[config.mk]
export PLATFORM = sky130hd
export DESIGN_NAME = rename_ckpt_ctrl
export DESIGN_NICKNAME = d
export VERILOG_FILES = /design/src/rtl/rename_pkg.sv /design/src/rtl/ckpt_snap_ram.sv /design/src/rtl/rename_ckpt_ctrl.sv
export SDC_FILE = /design/constraint.sdc
export NUM_CORES = 1
export LEC_CHECK = 0
export BUFFER_PORTS_ARGS = -buffer_cell sky130_fd_sc_hd__clkbuf_2
export CAP_MARGIN = 40
export CORE_MARGIN = 3
export CORE_UTILIZATION = 60
export DETAILED_ROUTE_END_ITERATION = 12
export GPL_TIMING_DRIVEN = 0
export PLACE_DENSITY = 0.79
export SKIP_LAST_GASP = 1
export SLEW_MARGIN = 20
export SYNTH_ARGS = -nofsm -noshare
export SYNTH_HDL_FRONTEND = slang
export SYNTH_SLANG_ARGS = --single-unit
[constraint.sdc]
create_clock -name clk -period 4.3 [get_ports clk]
set_input_delay 0.215 -clock clk [delete_from_list [all_inputs] [get_ports clk]]
set_output_delay 0.215 -clock clk [all_outputs]
set_load 0.05 [all_outputs]
[src/rtl/rename_pkg.sv]
`default_nettype none
// ============================================================================
// Module  : rename_pkg
// Brief   : Shared types, sizes and helpers for the rename checkpoint logic.
// Rev     : 1.0
// ============================================================================
package rename_pkg;

  localparam int NUM_CKPT       = 8;
  localparam int CKPT_LOG       = 3;
  localparam int SIZE_FL        = 64;
  localparam int SIZE_FL_LOG    = 6;
  localparam int DISPATCH_WIDTH = 4;

  typedef logic [CKPT_LOG-1:0]    ckpt_id_t;
  typedef logic [CKPT_LOG:0]      ckpt_cnt_t;
  typedef logic [SIZE_FL_LOG-1:0] fl_ptr_t;
  typedef logic [2:0]             br_off_t;

  typedef enum logic [1:0] {
    IDLE    = 2'd0,
    RECOVER = 2'd1,
    FLUSH   = 2'd2
  } ckpt_state_e;

  // Free-list head advanced by the pops ahead of the branch, wrapped once.
  function automatic fl_ptr_t flWrapAdd(input fl_ptr_t base, input br_off_t off);
    logic [SIZE_FL_LOG:0] sum;
    sum = {1'b0, base} + {{(SIZE_FL_LOG-2){1'b0}}, off};
    if (sum >= (SIZE_FL_LOG+1)'(SIZE_FL))
      sum = sum - (SIZE_FL_LOG+1)'(SIZE_FL);
    return sum[SIZE_FL_LOG-1:0];
  endfunction

endpackage
`default_nettype wire

[src/rtl/ckpt_snap_ram.sv]
`default_nettype none
// ============================================================================
// Module  : ckpt_snap_ram
// Brief   : Free-list head snapshot store, one write port and one async read.
// Rev     : 1.0
// ============================================================================
module ckpt_snap_ram
  import rename_pkg::*;
(
  input  logic     clk,
  input  logic     reset,
  input  logic     wrEn,
  input  ckpt_id_t wrAddr,
  input  fl_ptr_t  wrData,
  input  ckpt_id_t rdAddr,
  output fl_ptr_t  rdData
);

  fl_ptr_t r_mem [NUM_CKPT];

  always_ff @(posedge clk) begin
    if (reset) begin
      for (int i = 0; i < NUM_CKPT; i++) r_mem[i] <= '0;
    end else if (wrEn) begin
      r_mem[wrAddr] <= wrData;
    end
  end

  assign rdData = r_mem[rdAddr];

endmodule
`default_nettype wire

[src/rtl/rename_ckpt_ctrl.sv]
`default_nettype none
// ============================================================================
// Module  : rename_ckpt_ctrl
// Brief   : Branch checkpoint controller for the speculative free list.
//           Optional counters enabled by RENAME_CKPT_PERF_EN.
// Rev     : 1.0
// ============================================================================
module rename_ckpt_ctrl
  import rename_pkg::*;
(
  input  logic     clk,
  input  logic     reset,
  input  logic     recoverFlag_i,
  input  logic     stall_i,
  input  logic     renameValid_i,
  input  logic     brInBundle_i,
  input  br_off_t  brHeadOffset_i,
  input  fl_ptr_t  freeListHead_i,
  input  logic     resolveValid_i,
  input  ckpt_id_t resolveId_i,
  input  logic     mispredict_i,
  output ckpt_id_t ckptId_o,
  output logic     ckptFull_o,
  output logic     renameStall_o,
  output fl_ptr_t  freeListHeadCp_o,
  output logic     flagRecoverEX_o,
  output logic     ctrlVerified_o
`ifdef RENAME_CKPT_PERF_EN
  ,
  output logic [31:0] ckptAllocCnt_o,
  output logic [31:0] ckptMispredCnt_o,
  output logic [31:0] ckptFullStallCyc_o
`endif
);

  ckpt_state_e         r_state, w_nextState;
  ckpt_id_t            r_ckptHead, r_ckptTail, r_pendId;
  ckpt_cnt_t           r_ckptCnt, w_cntNext;
  logic [NUM_CKPT-1:0] r_valid, r_resolved, w_validNext, w_resolvedNext, w_squash;
  ckpt_id_t            w_entryAge [NUM_CKPT];
  ckpt_id_t            w_pendAge, w_resAge;
  fl_ptr_t             w_snapRd;
  logic                w_alloc, w_retire, w_resHit, w_correct, w_mispred;
  logic                w_older, w_takeMispred;

  assign ckptFull_o = (r_ckptCnt == ckpt_cnt_t'(NUM_CKPT));
  assign ckptId_o   = r_ckptTail;

  assign w_alloc   = (r_state == IDLE) & renameValid_i & brInBundle_i & ~stall_i & ~ckptFull_o;
  assign w_retire  = r_valid[r_ckptHead] & r_resolved[r_ckptHead];
  assign w_resHit  = resolveValid_i & r_valid[resolveId_i];
  assign w_correct = w_resHit & ~mispredict_i;
  assign w_mispred = w_resHit & mispredict_i;

  // Ages are distances from the oldest live entry; smaller means older.
  assign w_pendAge = r_pendId - r_ckptHead;
  assign w_resAge  = resolveId_i - r_ckptHead;
  assign w_older   = (w_resAge < w_pendAge);

  assign w_takeMispred = w_mispred & ((r_state == IDLE) | w_older);

  for (genvar gi = 0; gi < NUM_CKPT; gi++) begin : g_squash
    assign w_entryAge[gi] = ckpt_id_t'(gi) - r_ckptHead;
    assign w_squash[gi]   = (w_entryAge[gi] > w_pendAge);
  end

  ckpt_snap_ram u_snapRam (
    .clk    (clk),
    .reset  (reset),
    .wrEn   (w_alloc),
    .wrAddr (r_ckptTail),
    .wrData (flWrapAdd(freeListHead_i, brHeadOffset_i)),
    .rdAddr (r_pendId),
    .rdData (w_snapRd)
  );

  always_comb begin
    w_nextState      = r_state;
    renameStall_o    = 1'b0;
    flagRecoverEX_o  = 1'b0;
    ctrlVerified_o   = 1'b0;
    freeListHeadCp_o = '0;
    unique case (r_state)
      IDLE: begin
        if (w_takeMispred) w_nextState = RECOVER;
      end
      RECOVER: begin
        renameStall_o    = 1'b1;
        flagRecoverEX_o  = 1'b1;
        ctrlVerified_o   = 1'b1;
        freeListHeadCp_o = w_snapRd;
        w_nextState      = w_takeMispred ? RECOVER : FLUSH;
      end
      FLUSH: begin
        renameStall_o = 1'b1;
        w_nextState   = w_takeMispred ? RECOVER : IDLE;
      end
      default: w_nextState = IDLE;
    endcase
  end

  // Squash is applied before retire so a retiring pendId stays cleared.
  always_comb begin
    w_validNext    = r_valid;
    w_resolvedNext = r_resolved;
    if (w_correct) w_resolvedNext[resolveId_i] = 1'b1;
    if (r_state == RECOVER) begin
      w_resolvedNext[r_pendId] = 1'b1;
      w_validNext              = w_validNext & ~w_squash;
      w_resolvedNext           = w_resolvedNext & ~w_squash;
    end
    if (w_retire) begin
      w_validNext[r_ckptHead]    = 1'b0;
      w_resolvedNext[r_ckptHead] = 1'b0;
    end
    if (w_alloc) begin
      w_validNext[r_ckptTail]    = 1'b1;
      w_resolvedNext[r_ckptTail] = 1'b0;
    end
  end

  always_comb begin
    w_cntNext = r_ckptCnt;
    if (r_state == RECOVER) begin
      w_cntNext = {1'b0, w_pendAge} + ckpt_cnt_t'(1);
      if (w_retire) w_cntNext = w_cntNext - ckpt_cnt_t'(1);
    end else if (w_alloc && !w_retire) begin
      w_cntNext = r_ckptCnt + ckpt_cnt_t'(1);
    end else if (!w_alloc && w_retire) begin
      w_cntNext = r_ckptCnt - ckpt_cnt_t'(1);
    end
  end

  always_ff @(posedge clk) begin
    if (reset || recoverFlag_i) begin
      r_state    <= IDLE;
      r_ckptHead <= '0;
      r_ckptTail <= '0;
      r_ckptCnt  <= '0;
      r_valid    <= '0;
      r_resolved <= '0;
      r_pendId   <= '0;
    end else begin
      r_state    <= w_nextState;
      r_valid    <= w_validNext;
      r_resolved <= w_resolvedNext;
      r_ckptCnt  <= w_cntNext;
      if (w_takeMispred) r_pendId <= resolveId_i;
      if (w_retire) r_ckptHead <= r_ckptHead + ckpt_id_t'(1);
      if (r_state == RECOVER) r_ckptTail <= r_pendId + ckpt_id_t'(1);
      else if (w_alloc) r_ckptTail <= r_ckptTail + ckpt_id_t'(1);
    end
  end

`ifdef RENAME_CKPT_PERF_EN
  logic [31:0] r_allocCnt, r_mispredCnt, r_fullStallCyc;

  always_ff @(posedge clk) begin
    if (reset) begin
      r_allocCnt     <= '0;
      r_mispredCnt   <= '0;
      r_fullStallCyc <= '0;
    end else begin
      r_allocCnt     <= r_allocCnt + 32'(w_alloc);
      r_mispredCnt   <= r_mispredCnt + 32'(w_takeMispred);
      r_fullStallCyc <= r_fullStallCyc + 32'(ckptFull_o & renameValid_i & brInBundle_i);
    end
  end

  assign ckptAllocCnt_o     = r_allocCnt;
  assign ckptMispredCnt_o   = r_mispredCnt;
  assign ckptFullStallCyc_o = r_fullStallCyc;
`endif

endmodule
`default_nettype wire

# Word level (Yosys, flattened, before mapping)
# Memory sizes are Yosys's and may differ from the RTL's. A register that Yosys moved wholly into a read port is not among the register bits.
# Index checks and enable logic that the tools add are counted.
# op_classes
addsub,19
n_lt_le_gt_ge,18
n_eq_ne,4
n_mux,45
bitwise,24
n_reduce_logical,14
# ops
operator,count
two-way mux 8 bit,7
AND 8 bit,5
greater-than comparator 3 bit,8
inverter 8 bit,3
bitwise OR 8 bit,3
two-way mux 6 bit,3
less-than comparator 3 x 4 -> 1 bit (second input constant),4
two-way mux 1 bit,16
two-way mux 4 bit,4
two-way mux 3 bit,5
demux 1 bit (select 3 bit),4
>= comparator 3 x 1 -> 1 bit (second input constant),4
subtractor 3 bit (first input constant),4
adder 3 x 1 -> 3 bit (second input constant),3
AND 1 bit,9
binary-select mux 1 bit (select 3 bit),3
subtractor 4 x 1 -> 4 bit (second input constant),2
adder 6 x 3 -> 7 bit,1
>= comparator 7 bit (second input constant),1
logical AND 1 bit,6
case mux 2 bit (3 select lines),1
OR reduction 6 bit,1
subtractor 1 x 3 -> 3 bit (first input constant),2
subtractor 2 x 3 -> 3 bit (first input constant),2
other kinds (18),23
# word_totals
regBits,31
mem_bits_rw,48
output_inout_bits,13
word_cells,132
mem_count,1
# mem_list
name,words,width,read_ports,rd_ports_with_merged_regs,wr,line,text
u_snapRam.r_mem,8,6,1,1,8,ckpt_snap_ram.sv:19,fl_ptr_t r_mem [NUM_CKPT];

# Depth between registers and ports, before layout
# Gate-level depths: netlist (run 1).
# logic_depth
depth_word,13
ltp_mapped,13
ltp_nobuf,13

# Cells and area by module
# Synthesis (run 1) repeated with hierarchy kept, for this count alone.
# hier_totals
hier_cells,478
area_unflattened_um2,4968.5
# by_module_without_submodules
module,n_inst,cells_per_inst,area_each_um2,seq_area_each_um2
rename_ckpt_ctrl,1,331,2722.6,620.6
ckpt_snap_ram,1,147,2245.9,1441.4

# Worst setup path before layout (run 1)
# OpenSTA, ideal clock, no wires.
# synth_timing
path_type,reg2reg
startpoint,reg r_ckptCnt[0]
endpoint,reg r_ckptCnt[3]
arrival_ns,3.750
required_time_ns,4.169
setup_slack_ns,0.420
path_stages_with_launch,11
period_less_slack_ns,3.880
cell_sequence,dfxtp_1 > nor4b_1 > nor4b_1 > nand2_1 > ha_1 > a21o_1 > a21oi_1 > nor2_1 > mux2i_1 > mux2i_1 > o31ai_1
# synth_between
elab_chain_cells,6
elab_cells_between_ends,12
cone_classes,add/sub (2); eq/ne (1); mux (3); bitwise (2); reduce/logical (4)
# synth_rtl
element,line,text
start: declaration,rename_ckpt_ctrl.sv:38,"ckpt_cnt_t r_ckptCnt, w_cntNext;"
start signal: assignment,rename_ckpt_ctrl.sv:147,r_ckptCnt <= w_cntNext;
equality test 4 bit *,rename_ckpt_ctrl.sv:46,assign ckptFull_o = (r_ckptCnt == ckpt_cnt_t'(NUM_CKPT));
via ckptFull_o,rename_ckpt_ctrl.sv:23,"output logic ckptFull_o,"
inverter 1 bit *,rename_ckpt_ctrl.sv:49,assign w_alloc = (r_state == IDLE) & renameValid_i & brInBundle_i & ~stall_i & ~ckptFull_o;
AND 1 bit *,rename_ckpt_ctrl.sv:49,
logical AND 1 bit or zero test 1 bit (tied branches),"rename_ckpt_ctrl.sv:127, rename_ckpt_ctrl.sv:129",
two-way mux 4 bit or logical AND 1 bit (tied branches),"rename_ckpt_ctrl.sv:127, rename_ckpt_ctrl.sv:129",
two-way mux 4 bit or nonzero test 3 bit (tied branches),--,
# The timed path passes the listed nets; every way through them passes the cells marked *. The select of a mux whose other input is x is not followed.
# A chain may end at the register's enable or synchronous reset.

# Worst setup path in the final report (run 1)
# layout_timing
startpoint,reg r_ckptHead[0]
endpoint,reg r_resolved[5]
# layout_between
elab_chain_cells,9
elab_cells_between_ends,21
cone_classes,add/sub (2); order compare (3); mux (9); bitwise (6); reduce/logical (1)
# layout_rtl
element,line,text
start: declaration,rename_ckpt_ctrl.sv:37,"ckpt_id_t r_ckptHead, r_ckptTail, r_pendId;"
start signal: assignment,rename_ckpt_ctrl.sv:149,if (w_retire) r_ckptHead <= r_ckptHead + ckpt_id_t'(1);
"subtractor 3 bit, or another cell as far along",rename_ckpt_ctrl.sv:63,assign w_entryAge[gi] = ckpt_id_t'(gi) - r_ckptHead;
greater-than comparator 3 bit or logical AND 1 bit (tied branches),"rename_ckpt_ctrl.sv:64, rename_ckpt_ctrl.sv:114",
inverter 8 bit or two-way mux 1 bit (tied branches),"rename_ckpt_ctrl.sv:110, rename_ckpt_ctrl.sv:114",
AND 8 bit or demux 1 bit (select 3 bit) (tied branches),"rename_ckpt_ctrl.sv:110, rename_ckpt_ctrl.sv:114",
two-way mux 8 bit or inverter 8 bit (tied branches),--,
AND 8 bit (no source line),--,
two-way mux 8 bit *,rename_ckpt_ctrl.sv:112,if (w_retire) begin
AND 8 bit (no source line),--,
two-way mux 8 bit *,rename_ckpt_ctrl.sv:116,if (w_alloc) begin
end signal: assignment,rename_ckpt_ctrl.sv:146,r_resolved <= w_resolvedNext;
end: declaration,rename_ckpt_ctrl.sv:39,"logic [NUM_CKPT-1:0] r_valid, r_resolved, w_validNext, w_resolvedNext, w_squash;"
# Mark *: on every way between the ends. The rest lies on a longest branch, timed or not. The select of a mux whose other input is x is not followed.

==> results of run 1 <==
-- cells in the final DEF, fill, tap and decap left out, drive strengths merged, types with 4 or more instances in the layout --
cell    instances
nor2           80
clkbuf         52
edfxtp         48
nand2          38
dfxtp          34
ha             32
inv            31
mux4           15
a21oi          14
mux2i          13
nand3          12
nor3           12
o21ai          11
nor2b           8
or2             8
xnor2           8
a21o            8
buf             8
xor2            7
a211oi          7
nand2b          6
mux2            6
and2            4
o22ai           4
a221oi          4
a221o           4
fa              4
-- through the flow --
step	cell area [µm²]	power (mW)	hold slack (ps)	utilization (%)	setup slack, ps
global placement	5140	0.973	466	65.9	812
global route	5330	1.53	249	68.3	371
CTS	5330	1.49	225	68.2	676
floorplan	4860	0.939	389	-	420
finish	5330	1.49	244	68.3	654
detailed placement	5150	0.978	477	65.9	732
-- cells by family after synthesis --
kind of cell / after synthesis
DFF: 82
muxes: 34
xor gates and xnor gates: 15
and+or+nand+nor: 183
AOI/OAI and AO/OA: 75
adders and majority gates: 36
buffers and inverters: 46
-- report_power, final --
group / leakage (nW) / switching [mW] / internal [mW] / total, mW
clock network: 0.0886 / 0.312 / 0.219 / 0.531
registers: 0.770 / 0.00614 / 0.846 / 0.852
logic: 1.17 / 0.0719 / 0.0384 / 0.110
total: 2.03 / 0.390 / 1.10 / 1.49
-- worst min-delay path by stage --
stage | startpoint | to | slack [ps] | cells past startpoint
after floorplan | resolveId_i[1] | flop | 390 | 2
after global placement | r_valid[3] | r_valid[3] | 470 | 2
after detailed placement | r_valid[7] | r_valid[7] | 480 | 2
after CTS | recoverFlag_i | r_ckptCnt[1] | 220 | 4
after global routing | recoverFlag_i | r_ckptCnt[1] | 250 | 4
final | recoverFlag_i | r_ckptCnt[1] | 240 | 4
-- layer usage --
metal | vias to the layer above | wire length (µm) | global-route usage [%]
met3 | 33 | 1250 | 6.65
li1 | 1788 | - | -
met5 | - | 0 | 0
met2 | 241 | 5090 | 38.7
met1 | 1833 | 4980 | 39.2
met4 | 0 | 291 | 9.12
-- final cells by class --
| class | instances | area (µm²) | area share (%) |
|---|---|---|---|
| Buffer | 18 | 75.1 | 1.41 |
| Clock buffer | 9 | 124 | 2.32 |
| Clock inverter | 7 | 57.6 | 1.08 |
| Inverter | 28 | 105 | 1.97 |
| Multi-Input combinational cell | 343 | 2560 | 48.0 |
| Sequential cell | 82 | 2120 | 39.8 |
| Tap cell | 102 | 128 | 2.39 |
| Timing Repair Buffer | 33 | 164 | 3.07 |
-- cell usage after synthesis, drive strengths merged, types with 2 or more instances --
library cell  count
clkbuf           11
inv              27
xor2              7
nor4b             2
o31ai             3
o21ai            11
a31oi             3
nor3b             2
o22ai             4
mux2i            13
and4b             3
nand2b            6
mux2              6
and3              2
a221o             4
a22oi             2
a21boi            2
ha               32
or2               8
nor2             80
and2              4
o21bai            2
nor3             12
a221oi            4
nor2b             8
fa                4
nand3            12
xnor2             8
a21oi            14
edfxtp           48
a211oi            7
mux4             15
buf               7
nand2            38
a21o              8
dfxtp            34
a32o              3
-- state kept, by name, indices dropped and copies added, names as in the netlist, named ones only --
signal and cells:
u_snapRam.r_mem 48, r_resolved 8, r_valid 8, r_ckptCnt 4
ckptId_o 3, r_ckptHead 3, r_pendId 3, r_state 2
-- worst max-delay path: cells and delay by family (launching register included) --
kind                       cells  cell delay (ps)
xor gates and xnor gates       2              690
buffers and inverters          2              340
DFF                            1              590
AOI/OAI and AO/OA              5              940
adders and majority gates      3              990
==> impl_results.md, run 1 <==
* Avg Cell Area, Syn at 10.3 µm²
* DRT Wirelength at 11,600 µm
* Top cell type's share of synthesized area at 29.7%
* Post-synth EDFFs at 48
* Total gr overflow at 0
* Sinks on Clock Net at 82
* Final setup viols at 0
* Setup crit end kind: flop
* Worst-path cell chain: ha_1 -> inv_1 -> fa_1 -> xnor2_1 -> xnor2_2 -> inv_1 -> ha_1 -> a21oi_1 -> a211oi_1 -> a311oi_1 -> o21ai_0 -> a21oi_1
* CP Capture Point: r_resolved[5]
* CORE AREA at 7810 µm²
* Clock Latency Late Sink at 360 ps
* Total die area at 9220 µm²
* Routed Antenna Nets at 0
* Iteration-0 DRC count of the detailed router at 408
* Final cell count without fillers at 622
* Setup TNS at 0 ps
* Final min period at 3650 ps
* Crit Reg-Reg Startpoint: r_ckptHead[0]
* Synthesis Warnings at 0
* Placed insts at 605
* Worst Path Max Fanout at 9
* Hpwl dp at 8720 µm
* Wirelength per Cell at 18.7 µm
* Postcts setup bufs at 0
* Reg2Reg Depth at 12
* Ys flop type: edfxtp_1
* Starting density of the core at 62.2%
* Layout cells sized above 1 at 17.1%
* Simple-Gate Fraction of Synth Area at 17.7%
* CTS Root Cell: clkbuf_8
* Slowest CP cell: dfxtp_1
* Clock-pin slew on the worst setup and hold paths at 90 ps
* First-pass GRT wire length at 18,600 µm
* CP Class: reg2reg
* Die width at 96.0 µm
* Compound-Gate Fraction of Synth Area at 11.0%
* Mapped Nets at 527
* CTS tree: done
* Worst rel slew slack at 48.8%
* Synth Area in Adders at 9.89%
* Largest net degree at the start of global routing at 17
* Async set-reset flop share out of synthesis at 0%
* Number of library cell types mapped by synthesis at 61
* Crit. Startpoint: r_ckptHead[0]
* Area grow syn2layout at 9.73%
* TritonCTS Buffers at 9
* Clock buffer depth at 2
* Worst Tran Pin Value at 762 ps
* Skew final at 10.8 ps
* Post-Synthesis Cell Area at 4860 µm²
* Port bufs at 31
* Synth area leader: edfxtp_1
* Largest family of logic cells by synthesized area: simple AND/OR/NAND/NOR gates
* Post-synthesis mux area share at 11.2%
* VDD IR max at 0.173 mV
* Dominant cells by area after synthesis: edfxtp_1, dfxtp_1, ha_1
* Initial antenna violation count at 0
* PostCTS Resize Cnt at 0
* RSZ-0062 raised after global routing: no
* Max Slew Vio Count at 0
* P per Cell Area at 280 nW/µm²
* Leak at 2.03 nW
* Period utilization at 84.8%
* Gate count of the mapped netlist at 471
* Post-synthesis sequential area ratio at 43.7%
* Post-synthesis xor/xnor area fraction at 2.86%
* Vias in the first global route at 3,711
* Req. time, crit path at 4580 ps
* Routed vias/inst at 6.26
* Max Freq at 274 MHz
* Tot GR Track Use at 26.8%
* H-tree depth at 3
* Reg-to-reg slack, setup at 650 ps
* Die height at 96.0 µm
* Register bit total from synthesis at 82
* Total number of vias at 3,895
* Arrival @ worst endpoint at 3930 ps
* Min-delay worst type: in2reg
* Filler instances at 607
* Hold buffer count at CTS at 0
* CP Launch Type: flop
* Max_cap viols at 0
* Row count at 32
* Number of iterations in the first detailed-routing pass at 6
* Antenna Cells at 0
* Status: finished clean
* Ports at 33
* Worst reg2reg path endpoint: r_resolved[5]
* Final Hold Vio Count at 0
* Final net count at 571
* Worst path max stage delay at 590 ps
* DRC Markers at 0
* Placer Congestion at 0.920
Note: power is estimated with default switching activity, not from simulation.
==> run 2: changes to the inputs <==
Clock period 4.3 ns to 3.5 ns, I/O delays scaled along.
==> run 2 against run 1 <==
Flip-flop and latch count unchanged; total power increased by 23%; wire length increased by 1.8%; largest power group unchanged; clock-buffer cell count unchanged; first-iteration DRC count decreased by 8.1%; via count about the same; global-route usage increased by 0.41 points; clock skew about the same; cell area increased by 1.3%.
==> impl_results.md, run 2 (synthesis results as in run 1) <==
* Period utilization at 93.8% (+9.0 points)
* Most common cell after layout, fill and taps aside: nor2_1
* Ports at 33 (unchanged)
* Final min period at 3280 ps (-364 ps)
* Leak at 2.06 nW (+1.6%)
* Largest register by flop count: u_snapRam.r_mem
* Skew final at 10.3 ps (-0.495 ps)
* Fin util at 69.2% (+0.90 points)
* CP Class: reg2reg
* Clock buffer depth at 2 (unchanged)
* Highest-count cells in the layout ignoring fill and taps: nor2_1, edfxtp_1, nand2_1
* Grt met3 use at 5.94% (-0.70 points)
* CTS tree: done
* GR Util met1 at 39.2% (about the same)
* Antenna Cells at 0 (unchanged)
* Max Slew Vio Count at 0 (unchanged)
* Hpwl dp at 8900 µm (+2.1%)
* CTS Root Cell: clkbuf_8
* Finished Cell Area at 5400 µm² (+1.3%)
* Initial antenna violation count at 0 (unchanged)
* Status: finished clean
* Req. time, crit path at 3800 ps (-780 ps)
* H-tree depth at 3 (unchanged)
* Sinks on Clock Net at 82 (unchanged)
* Worst rel slew slack at 48.9% (+0.096 points)
* Final setup viols at 0 (unchanged)
* Max Freq at 305 MHz (+11%)
* Worst Hold End: r_ckptCnt[1]
* RSZ-0062 raised after global routing: no
* Row count at 32 (unchanged)
* Worst Path Buf+Inv at 2 (unchanged)
* Routed Antenna Nets at 0 (unchanged)
* Vias in the first global route at 3,667 (-1.2%)
* DRT Wirelength at 11,800 µm (+1.8%)
* Reg-to-reg slack, setup at 220 ps (-440 ps)
* Arrival @ worst endpoint at 3580 ps (-350 ps)
* Met2 GRT Util at 39.6% (+0.92 points)
* Crit Reg-Reg Startpoint: r_ckptHead[1]
* First-pass GRT wire length at 18,700 µm (+0.74%)
* Total number of vias at 3,893 (-0.051%)
* VDD IR max at 0.222 mV (+28%)
* Die height at 96.0 µm (unchanged)
* DP Area at 5150 µm² (+0.12%)
* Hold path start: recoverFlag_i
* Clock-pin slew on the worst setup and hold paths at 90 ps (about the same)
* Placed insts at 605 (unchanged)
* Starting density of the core at 62.2% (unchanged)
* CORE AREA at 7810 µm² (unchanged)
* Port bufs at 31 (unchanged)
* PnR worst setup slack at 218 ps (-436 ps)
* Final cell count without fillers at 624 (+0.32%)
* Worst-path cell chain: clkinvlp_4 -> fa_1 -> xnor2_4 -> xnor2_4 -> inv_1 -> ha_1 -> a21oi_1 -> a211oi_1 -> a311oi_2 -> o21ai_0 -> a21oi_1
* Layout cells sized above 1 at 18.6% (+1.5 points)
* Max reg flops at 48 (unchanged)
* Total gr overflow at 0 (unchanged)
* Worst Tran Pin Value at 760 ps (-1.43 ps)
* Iteration-0 DRC count of the detailed router at 375 (-8.1%)
* Reg2Reg Depth at 11 (-1)
* Worst path max stage delay at 560 ps (-30 ps)
* Tot GR Track Use at 27.2% (+0.41 points)
* Pre-CTS setup slack at -71.9 ps (-803 ps)
* CP Launch Type: flop
* Number of iterations in the first detailed-routing pass at 5 (-1)
* TritonCTS Buffers at 9 (unchanged)
* Setup crit end kind: flop
* Largest net degree at the start of global routing at 17 (unchanged)
* Largest delay contributor family on the critical path: adder cells
* WHS Path Cells at 4 (unchanged)
* Min-delay worst type: in2reg
* Routed vias/inst at 6.24 (-0.37%)
* Area grow syn2layout at 11.2%
* Global route hottest layer: met2
* Final net count at 573 (+0.35%)
* Filler instances at 584 (-3.8%)
* Top flop regs: u_snapRam.r_mem: 48 flops, r_resolved: 8 flops, r_valid: 8 flops
* P per Cell Area at 341 nW/µm² (+22%)
* Total die area at 9220 µm² (unchanged)
* Wirelength per Cell at 18.9 µm (+1.4%)
* Final Hold Vio Count at 0 (unchanged)
* DRC Markers at 0 (unchanged)
* Max_cap viols at 0 (unchanged)
* Clock Latency Late Sink at 370 ps (about the same)
* Worst reg2reg path endpoint: r_resolved[5]
* Slowest CP cell: dfxtp_1
* Worst Path Max Fanout at 8 (-1)
* Placer Congestion at 0.960 (+4.4%)
* Die width at 96.0 µm (unchanged)
## run 2: what timing repair did
item,CTS,global route
hold buffers,0,0
gates resized for setup,3,4
buffers inserted,0,2
pin swaps,0,0
setup endpoints to repair,3,9
## run 2: how the worst max path moves through the flow
stage,to,cells past startpoint,from
floorplan,r_state[1],11,r_ckptHead[0]
global placement,r_resolved[4],11,r_ckptHead[0]
detailed placement,r_resolved[4],11,r_ckptHead[0]
CTS,r_resolved[5],11,r_ckptHead[1]
global route,r_ckptCnt[3],12,r_ckptHead[1]
finish,r_resolved[5],11,r_ckptHead[1]
## run 2: worst reg2reg max path: cells and delay by family (launching register included)
kind,cells,cell delay [ps]
fa+ha+maj,2,870
flops,1,560
xor+xnor,2,480
buf+inv,2,430
compound gates,5,860
## run 2: cell type report
cell class	instances	area, µm²	share of cell area, %
Tap cell	102	128	2.36
Timing Repair Buffer	35	179	3.31
Sequential cell	82	2120	39.3
Multi-Input combinational cell	343	2610	48.2
Clock buffer	9	124	2.29
Inverter	28	109	2.01
Clock inverter	7	58.8	1.09
Buffer	18	75.1	1.39
## run 2: power by group
part	total (mW)	internal, mW	switching [mW]
sequential	1.05	1.04	0.00842
clock	0.658	0.270	0.388
combinational	0.137	0.0478	0.0892
total	1.84	1.36	0.485
## run 2: stage by stage
stage,total power [mW],setup TNS [ps],hold WS (ps)
final,1.84,0,175
after global routing,1.89,0,202
after CTS,1.84,0,168
after detailed placement,1.20,-114,472
after global placement,1.19,0,463
after floorplan,1.15,0,349
## run 2: metal layers
metal  routed length [µm]  up-vias
li1                     -     1800
met1                 5180     1885
met2                 5330      182
met3                 1010       26
met4                  298        0
met5                    0        -
==> run 3: changes to the inputs <==
Settings changed: CORE_UTILIZATION 60 to 31, PLACE_DENSITY 0.79 to unset.
==> run 3 against run 2 <==
Non-clock buffer count decreased by 2; clock power increased by 46%; sequential share of layout area decreased by 1.6 points; total power increased by 16%; global-route usage decreased by 13 points; hold slack improved by 60 ps; critical path depth decreased by 1; worst setup slack got worse by 77 ps; critical path type unchanged; critical endpoint is now r_resolved[1]; highest routed layer unchanged.
==> impl_results.md, run 3 (synthesis results as in run 1) <==
* Antenna Cells at 0 (unchanged)
* Tot GR Track Use at 14.1% (-13 points)
* Total die area at 17,200 µm² (+87%)
* Routed vias/inst at 5.08 (-19%)
* Largest register by flop count: u_snapRam.r_mem
* Setup TNS at 0 ps (unchanged)
* Placer Congestion at 0.902 (-6.1%)
* Req. time, crit path at 3790 ps (about the same)
* Die height at 131 µm (+37%)
* Final Hold Vio Count at 0 (unchanged)
* Max Freq at 298 MHz (-2.3%)
* Final setup viols at 0 (unchanged)
* Max_cap viols at 0 (unchanged)
* Routed Antenna Nets at 0 (unchanged)
* Row count at 45 (+41%)
* Postcts setup bufs at 0 (unchanged)
* TritonCTS Buffers at 9 (unchanged)
* Layout cells sized above 1 at 17.9% (-0.70 points)
* Setup crit end kind: flop
* Port bufs at 31 (unchanged)
* Largest net degree at the start of global routing at 16 (-1)
* Pwr Total at 2.14 mW (+16%)
* PostCTS Resize Cnt at 1 (-2)
* Clock-pin slew on the worst setup and hold paths at 60 ps (-30 ps)
* Arrival @ worst endpoint at 3650 ps (+70 ps)
* DRT Wirelength at 12,200 µm (+2.9%)
* DRC Markers at 0 (unchanged)
* Final net count at 571 (-0.35%)
* VDD IR max at 0.254 mV (+15%)
* Number of iterations in the first detailed-routing pass at 5 (unchanged)
* H-tree depth at 3 (unchanged)
* Min-delay worst type: in2reg
* Area grow syn2layout at 15.9%
* CP Launch Type: flop
* Sinks on Clock Net at 82 (unchanged)
* Skew final at 7.08 ps (-3.18 ps)
* Pre-CTS setup slack at -71.5 ps (+0.335 ps)
* CTS Root Cell: clkbuf_16
* Wirelength per Cell at 16.6 µm (-12%)
* Final min period at 3360 ps (+77.3 ps)
* Status: finished clean
* Highest-count cells in the layout ignoring fill and taps: nor2_1, edfxtp_1, nand2_1
* Top flop regs: u_snapRam.r_mem: 48 flops, r_resolved: 8 flops, r_valid: 8 flops
* First-pass GRT wire length at 19,300 µm (+3.5%)
* Max reg flops at 48 (unchanged)
* Period utilization at 96.0% (+2.2 points)
* Ports at 33 (unchanged)
* Most common cell after layout, fill and taps aside: nor2_1
* Worst Path Max Fanout at 8 (unchanged)
* Initial antenna violation count at 0 (unchanged)
* CORE AREA at 15,300 µm² (+95%)
* Hpwl dp at 9410 µm (+5.7%)
* Total number of vias at 3,710 (-4.7%)
* P per Cell Area at 380 nW/µm² (+12%)
* Die width at 131 µm (+37%)
* Leak at 2.11 nW (+2.3%)
* CTS tree: done
* Worst rel slew slack at 47.2% (-1.7 points)
* Vias in the first global route at 3,660 (-0.19%)
* Hold buffer count at CTS at 0 (unchanged)
* Clock buffer depth at 2 (unchanged)
* Worst Tran Pin Value at 770 ps (+9.63 ps)
* CP Class: reg2reg
* Total gr overflow at 0 (unchanged)
* Starting density of the core at 31.8% (-30 points)
* Clock Latency Late Sink at 340 ps (-30 ps)
* Max Slew Vio Count at 0 (unchanged)
* Iteration-0 DRC count of the detailed router at 370 (-1.3%)
* PnR worst setup slack at 140 ps (-77.3 ps)
run 3: cell count changes in the layout (fill, tap and decap cells not counted), sizes merged:
cell      before  now
clkinvlp       2    0
clkinv         3    4
bufinv         0    1
buf           10    8
run 3: metrics by stage:
step | cell area, µm² | std cells | hold WS (ps) | util [%]
finish | 5630 | 731 | 236 | 36.9
global route | 5630 | 731 | 254 | 36.9
CTS | 5590 | 730 | 223 | 36.7
detailed placement | 5290 | 714 | 481 | 34.7
global placement | 5290 | 713 | 462 | 34.6
floorplan | 4870 | 471 | 349 | -
run 3: final timing paths:
| kind | start | end | slack [ps] | cells past startpoint |
|---|---|---|---|---|
| setup / recovery | r_ckptHead[1] | r_resolved[1] | 140 | 10 |
| hold / removal | recoverFlag_i | r_ckptCnt[1] | 240 | 4 |
| hold reg to reg | r_valid[3] | r_valid[3] | 500 | 2 |
| setup reg to reg | r_ckptHead[1] | r_resolved[1] | 140 | 10 |
run 3: routing by layer:
layer	part of all wire, %	track usage (%)
met2	45	22.3
met5	0	0
met1	47	19.2
met3	4.9	2.26
met4	2.9	6.07
run 3: power breakdown:
group	leakage (nW)	internal (mW)	switching (mW)
sequential	0.770	1.04	0.00732
combinational	1.19	0.0476	0.0884
clock	0.150	0.560	0.400
run 3: cell type report:
type | instances | area [µm²]
tap | 211 | 264
multi-input combinational | 343 | 2600
buffer | 18 | 75.1
sequential | 82 | 2120
clock inverter | 7 | 76.3
clock buffer | 9 | 225
timing repair buffer | 33 | 165
inverter | 28 | 105
fill | 1525 | 9620
run 3: critical path, cell delays in order, from the launching register on:
cell and delay (ps):
dfxtp_1 450, inv_1 250, fa_1 560, xnor2_4 200, xnor2_4 290, inv_1 220, ha_1 350, a21oi_1 130
a211oi_1 60, a211oi_1 550, and3_1 240
